===== src/rtl/nibble_serial_adder.sv =====
// nibble_serial_adder: WIDTH-bit add done 4 bits per clock through one ripple_carry_adder_4 slice.
// Define NIBBLE_SERIAL_ADDER_OVERFLOW_EN to add the o_overflow (signed overflow) output.
module ripple_carry_adder_4 (
    input  logic [3:0] a,
    input  logic [3:0] b,
    input  logic       ci,
    output logic [3:0] s,
    output logic       co
);
    logic [4:0] c;
    assign c[0] = ci;
    for (genvar i = 0; i < 4; i++) begin : g_fa
        assign s[i]   = a[i] ^ b[i] ^ c[i];
        assign c[i+1] = (a[i] & b[i]) | (c[i] & (a[i] ^ b[i]));
    end
    assign co = c[4];
endmodule

module nibble_serial_adder #(
    parameter int WIDTH = 16
) (
    input  logic             i_clk,
    input  logic             i_rst_n,
    input  logic             i_valid,
    output logic             o_ready,
    input  logic [WIDTH-1:0] i_a,
    input  logic [WIDTH-1:0] i_b,
    input  logic             i_carry_in,
    output logic             o_valid,
    input  logic             i_ready,
    output logic [WIDTH-1:0] o_s,
    output logic             o_carry_out,
`ifdef NIBBLE_SERIAL_ADDER_OVERFLOW_EN
    output logic             o_overflow,
`endif
    output logic             o_busy
);
    localparam int N  = WIDTH / 4;
    localparam int CW = (N > 1) ? $clog2(N) : 1;

    if (WIDTH < 4 || WIDTH % 4 != 0) begin : g_bad_width
        $error("nibble_serial_adder: WIDTH must be a multiple of 4 and at least 4");
    end

    typedef enum logic [1:0] {IDLE, RUN, DONE} state_t;

    state_t           state_q, state_d;
    logic             rdy_q;
    logic [WIDTH-1:0] sh_a_q, sh_a_d, sh_b_q, sh_b_d, res_q, res_d, s_q, s_d;
    logic             carry_q, carry_d, co_q, co_d, ovf_q, ovf_d;
    logic [CW-1:0]    cnt_q, cnt_d;
    logic [3:0]       sum;
    logic             slice_co;
    logic [WIDTH+3:0] res_cat;

    ripple_carry_adder_4 u_slice (
        .a (sh_a_q[3:0]),
        .b (sh_b_q[3:0]),
        .ci(carry_q),
        .s (sum),
        .co(slice_co)
    );

    // New nibble enters at the top while the partial result moves down.
    assign res_cat = {sum, res_q};

    always_comb begin
        state_d = state_q;
        sh_a_d  = sh_a_q;
        sh_b_d  = sh_b_q;
        carry_d = carry_q;
        cnt_d   = cnt_q;
        res_d   = res_q;
        s_d     = s_q;
        co_d    = co_q;
        ovf_d   = ovf_q;
        case (state_q)
            IDLE: if (rdy_q && i_valid) begin
                sh_a_d  = i_a;
                sh_b_d  = i_b;
                carry_d = i_carry_in;
                cnt_d   = '0;
                res_d   = '0;
                state_d = RUN;
            end
            RUN: begin
                sh_a_d  = sh_a_q >> 4;
                sh_b_d  = sh_b_q >> 4;
                res_d   = res_cat[WIDTH+3:4];
                carry_d = slice_co;
                cnt_d   = cnt_q + CW'(1);
                if (cnt_q == CW'(N - 1)) begin
                    state_d = DONE;
                    s_d     = res_cat[WIDTH+3:4];
                    co_d    = slice_co;
                    // a^b^s of the top bit recovers the carry into bit WIDTH-1
                    ovf_d   = sh_a_q[3] ^ sh_b_q[3] ^ sum[3] ^ slice_co;
                end
            end
            DONE: if (i_ready) state_d = IDLE;
            default: state_d = IDLE;
        endcase
    end

    always_ff @(posedge i_clk or negedge i_rst_n) begin
        if (!i_rst_n) begin
            state_q <= IDLE;
            rdy_q   <= 1'b0;
            sh_a_q  <= '0;
            sh_b_q  <= '0;
            carry_q <= 1'b0;
            cnt_q   <= '0;
            res_q   <= '0;
            s_q     <= '0;
            co_q    <= 1'b0;
            ovf_q   <= 1'b0;
        end else begin
            state_q <= state_d;
            rdy_q   <= 1'b1;
            sh_a_q  <= sh_a_d;
            sh_b_q  <= sh_b_d;
            carry_q <= carry_d;
            cnt_q   <= cnt_d;
            res_q   <= res_d;
            s_q     <= s_d;
            co_q    <= co_d;
            ovf_q   <= ovf_d;
        end
    end

    assign o_ready     = (state_q == IDLE) && rdy_q;
    assign o_valid     = state_q == DONE;
    assign o_busy      = state_q == RUN;
    assign o_s         = s_q;
    assign o_carry_out = co_q;
`ifdef NIBBLE_SERIAL_ADDER_OVERFLOW_EN
    assign o_overflow  = ovf_q;
`else
    logic unused_ovf;
    assign unused_ovf = ovf_q;
`endif
endmodule


===== config.mk =====
export PLATFORM = sky130hd
export DESIGN_NAME = nibble_serial_adder
export DESIGN_NICKNAME = d
export VERILOG_FILES = /design/src/rtl/nibble_serial_adder.sv
export SDC_FILE = /design/constraint.sdc
export NUM_CORES = 1
export LEC_CHECK = 0
export CORE_UTILIZATION = 40
export CTS_BUF_LIST = sky130_fd_sc_hd__clkbuf_8 sky130_fd_sc_hd__clkbuf_16
export CTS_CLUSTER_DIAMETER = 120
export DETAILED_ROUTE_END_ITERATION = 10
export GPL_TIMING_DRIVEN = 0
export PLACE_DENSITY = 0.71
export RECOVER_POWER = 100
export SYNTH_ARGS = -nofsm -noshare
export SYNTH_HDL_FRONTEND = slang
export SYNTH_SLANG_ARGS = --single-unit

===== constraint.sdc =====
create_clock -name i_clk -period 3.1 [get_ports i_clk]
set_clock_uncertainty 0.15 [all_clocks]
set_input_delay 0.62 -clock i_clk [delete_from_list [all_inputs] [get_ports i_clk]]
set_output_delay 0.62 -clock i_clk [all_outputs]
set_load 0.02 [all_outputs]

==> flow_summary.toml <==
[floorplanning]
die_w_microns = 87.3
die_h_microns = 87.3
start_util_pct = 42.1
core_area_sq_um = 6910
dieArea_sq_um = 7620
num_rows = 30
ios = 57

[route]
routedWlPerCell_microns = 14.9
drc = 0
drtAntennaViolNets = 0
wirelength_microns = 5890
drtIter0Drc = 59
vias = 2010
drt_pass1_iterations = 4
viasPerCell = 5.08

[yosys]
ys_seq_area_share_pct = 57.6
synth_flop_cell = "dfrtp_1"
yosysMostFrequentCell = "dfrtp_1"
ys_seq_elements = 67
ys_top_cells_by_area = "dfrtp_1 58%, o21ai_0 8.6%, mux2i_1 8.3%"
synth-edff-count = 0
synth-compound-area-share_pct = 16.4
synthMuxAreaShare_pct = 14.4
synthCells = 230
synth-xor-area-share_pct = 0
ys_types = 27
ys.warnings.count = 0
synth_fp_nets = 272
synth_common_cells = "67 x dfrtp_1, 50 x o21ai_0, 24 x mux2i_1"
avgSynthCellArea_sq_um = 12.7
synth_top_family_by_area = "compound AO/OA/AOI/OAI gates"
syn_area_sq_um = 2910
synthAdderAreaFrac_pct = 3.18
synth.largest_area_cell = "dfrtp_1"
async_flop_share_pct = 100
yosysTopAreaCellShare_pct = 57.6
post_synth_and_or_nand_nor_area_fraction_pct = 2.97

[critical_path]
crit_required_ps = 2330
end_kind = "output pin"
critPathLaunchType = "register"
critPathKind = "register to output pin"
worst-path-max-fanout = 10
crit_arrival_ps = 2130

[layout]
fill_cells = 658
areaGrowthSynthToFinish_pct = 27.2
drive_above_1_share_pct = 12.7
final_cell_area_sq_um = 3700
final_cells = 396
nets = 339
antenna_cells = 0

[clocking]
cts_setup_buffers = 0
clk_latency_ps = 340
ctsHoldBuffers = 0
cts_tree = "done"
clk_pin_slew_worst_paths_ps = 70
cts_max_level = 3
numCtsBuffers = 9
clock-sinks = 67
clock_path_buffers = 2
cts.root.buffer_cell = "clkbuf_8"
cts.repair.resized = 0

[place]
place_congestion = 0.758
post-place-cells = 382
hpwl_microns = 4130
io_buffers = 56
dpl-instance-area_sq_um = 3590

[global_routing]
grt_pass1_vias = 1980
grt_max_degree = 68
grtUsageTotal_pct = 17.0
antenna_found_initial = 0
grt-ovfl-total = 0
grt_pass1_wl_microns = 9770

[timing]
fin_crit_ps = 2900
fin_hold_ws_ps = 332
finalSetupViolCount = 0
slew_headroom_pct = -10.2
finalSetupTns_ps = 0
max_slew.worst_pin.slew_ps = 1650
final_hold_viol_count = 0
drv_slew = 68
rsz0062_at_grt = "false"
final.period_utilization_pct = 93.7
fmax_mhz = 344

[flow_run]
drv_cap = 1

[power_and_ir_drop]
vdd_drop_max_mv = 0.381
p_per_area_nw_per_um2 = 1020
fin_total_pwr_mw = 3.77
leakagePower_nw = 1.69

[status]
status = "finished with violations"
violations = "max-capacitance violations, max-slew violations"

[hold_path]
hp-class = "register to register"
==> per-layer routing <==
layer | wire length [microns] | GRT usage, % | vias to the layer above
met3 | 231 | 2.84 | 9
li1 | - | - | 961
met5 | 0 | 0 | -
met4 | 85 | 7.15 | 0
met1 | 2860 | 23.8 | 986
met2 | 2720 | 26.1 | 54
==> layout make-up <==
cell class / count / area, sq um / share of cell area (%)
Buffer: 16 / 77.6 / 2.10
Clock buffer: 11 / 151 / 4.09
Clock inverter: 3 / 15.0 / 0.406
Inverter: 9 / 36.3 / 0.980
Multi-Input combinational cell: 138 / 1070 / 28.9
Sequential cell: 67 / 1680 / 45.3
Tap cell: 96 / 120 / 3.25
Timing Repair Buffer: 56 / 556 / 15.0
==> worst max-delay path: stages (launching register included) <==
cell and delay, ps:
dfrtp_1 470, nand2b_4 210, inv_4 140, buf_2 260, dlygate4sd3_1 720
==> where the power goes <==
part | switching [mW] | internal, mW | total, mW
combinational | 0.900 | 0.782 | 1.68
sequential | 0.209 | 1.25 | 1.46
clock | 0.309 | 0.321 | 0.629
==> logic make-up after synthesis <==
logic type,count (synthesis)
adder cells (fa/ha/maj),5
multiplexers,40
AND/OR/NAND/NOR,14
AO/OA/AOI/OAI,78
other,1
flip-flops,67
buffers and inverters,25
==> worst paths after layout <==
kind                               to  cells after the start        from  slack [ps]
min in group asynchronous      o_s[2]                      1     i_rst_n         560
setup / recovery               o_busy                      4  state_q[1]         200
hold reg to reg               o_s[15]                      2     o_s[15]         330
setup reg to reg           sh_b_q[12]                      6  state_q[0]         650
hold / removal                o_s[15]                      2     o_s[15]         330
max in group asynchronous  sh_b_q[12]                      1     i_rst_n        1270
==> through the flow <==
stage	setup slack, ps	utilization (%)
global route	102	53.6
floorplan	902	-
finish	196	53.6
CTS	182	54.4
global placement	-943	52.0
detailed placement	575	52.0
==> state kept, by name (all words and copies together) (netlist names) <==
name,cells
carry_q,1
cnt_q,2
res_q,12
state_q,2
sh_a_q,16
o_s,16
sh_b_q,16
o_carry_out,1
rdy_q,1
==> cell usage in the layout (no fill, tap or decap) <==
cell type	count
a21oi_1	3
a22o_1	18
and4b_1	1
buf_2	2
buf_4	2
buf_6	1
clkbuf_1	11
clkbuf_2	1
clkbuf_8	11
clkdlybuf4s50_1	35
clkinv_2	3
conb_1	1
dfrtp_1	67
dlygate4sd3_1	20
fa_1	4
ha_1	1
inv_1	8
inv_4	1
mux2_2	16
mux2i_1	24
nand2_1	5
nand2b_1	1
nand2b_4	1
nand3b_1	1
nor2_1	1
nor3_1	1
nor3b_1	2
o21ai_0	54
o21ai_1	1
o2bb2ai_1	2
or2_1	1
Note: power is estimated with default switching activity, not from simulation.
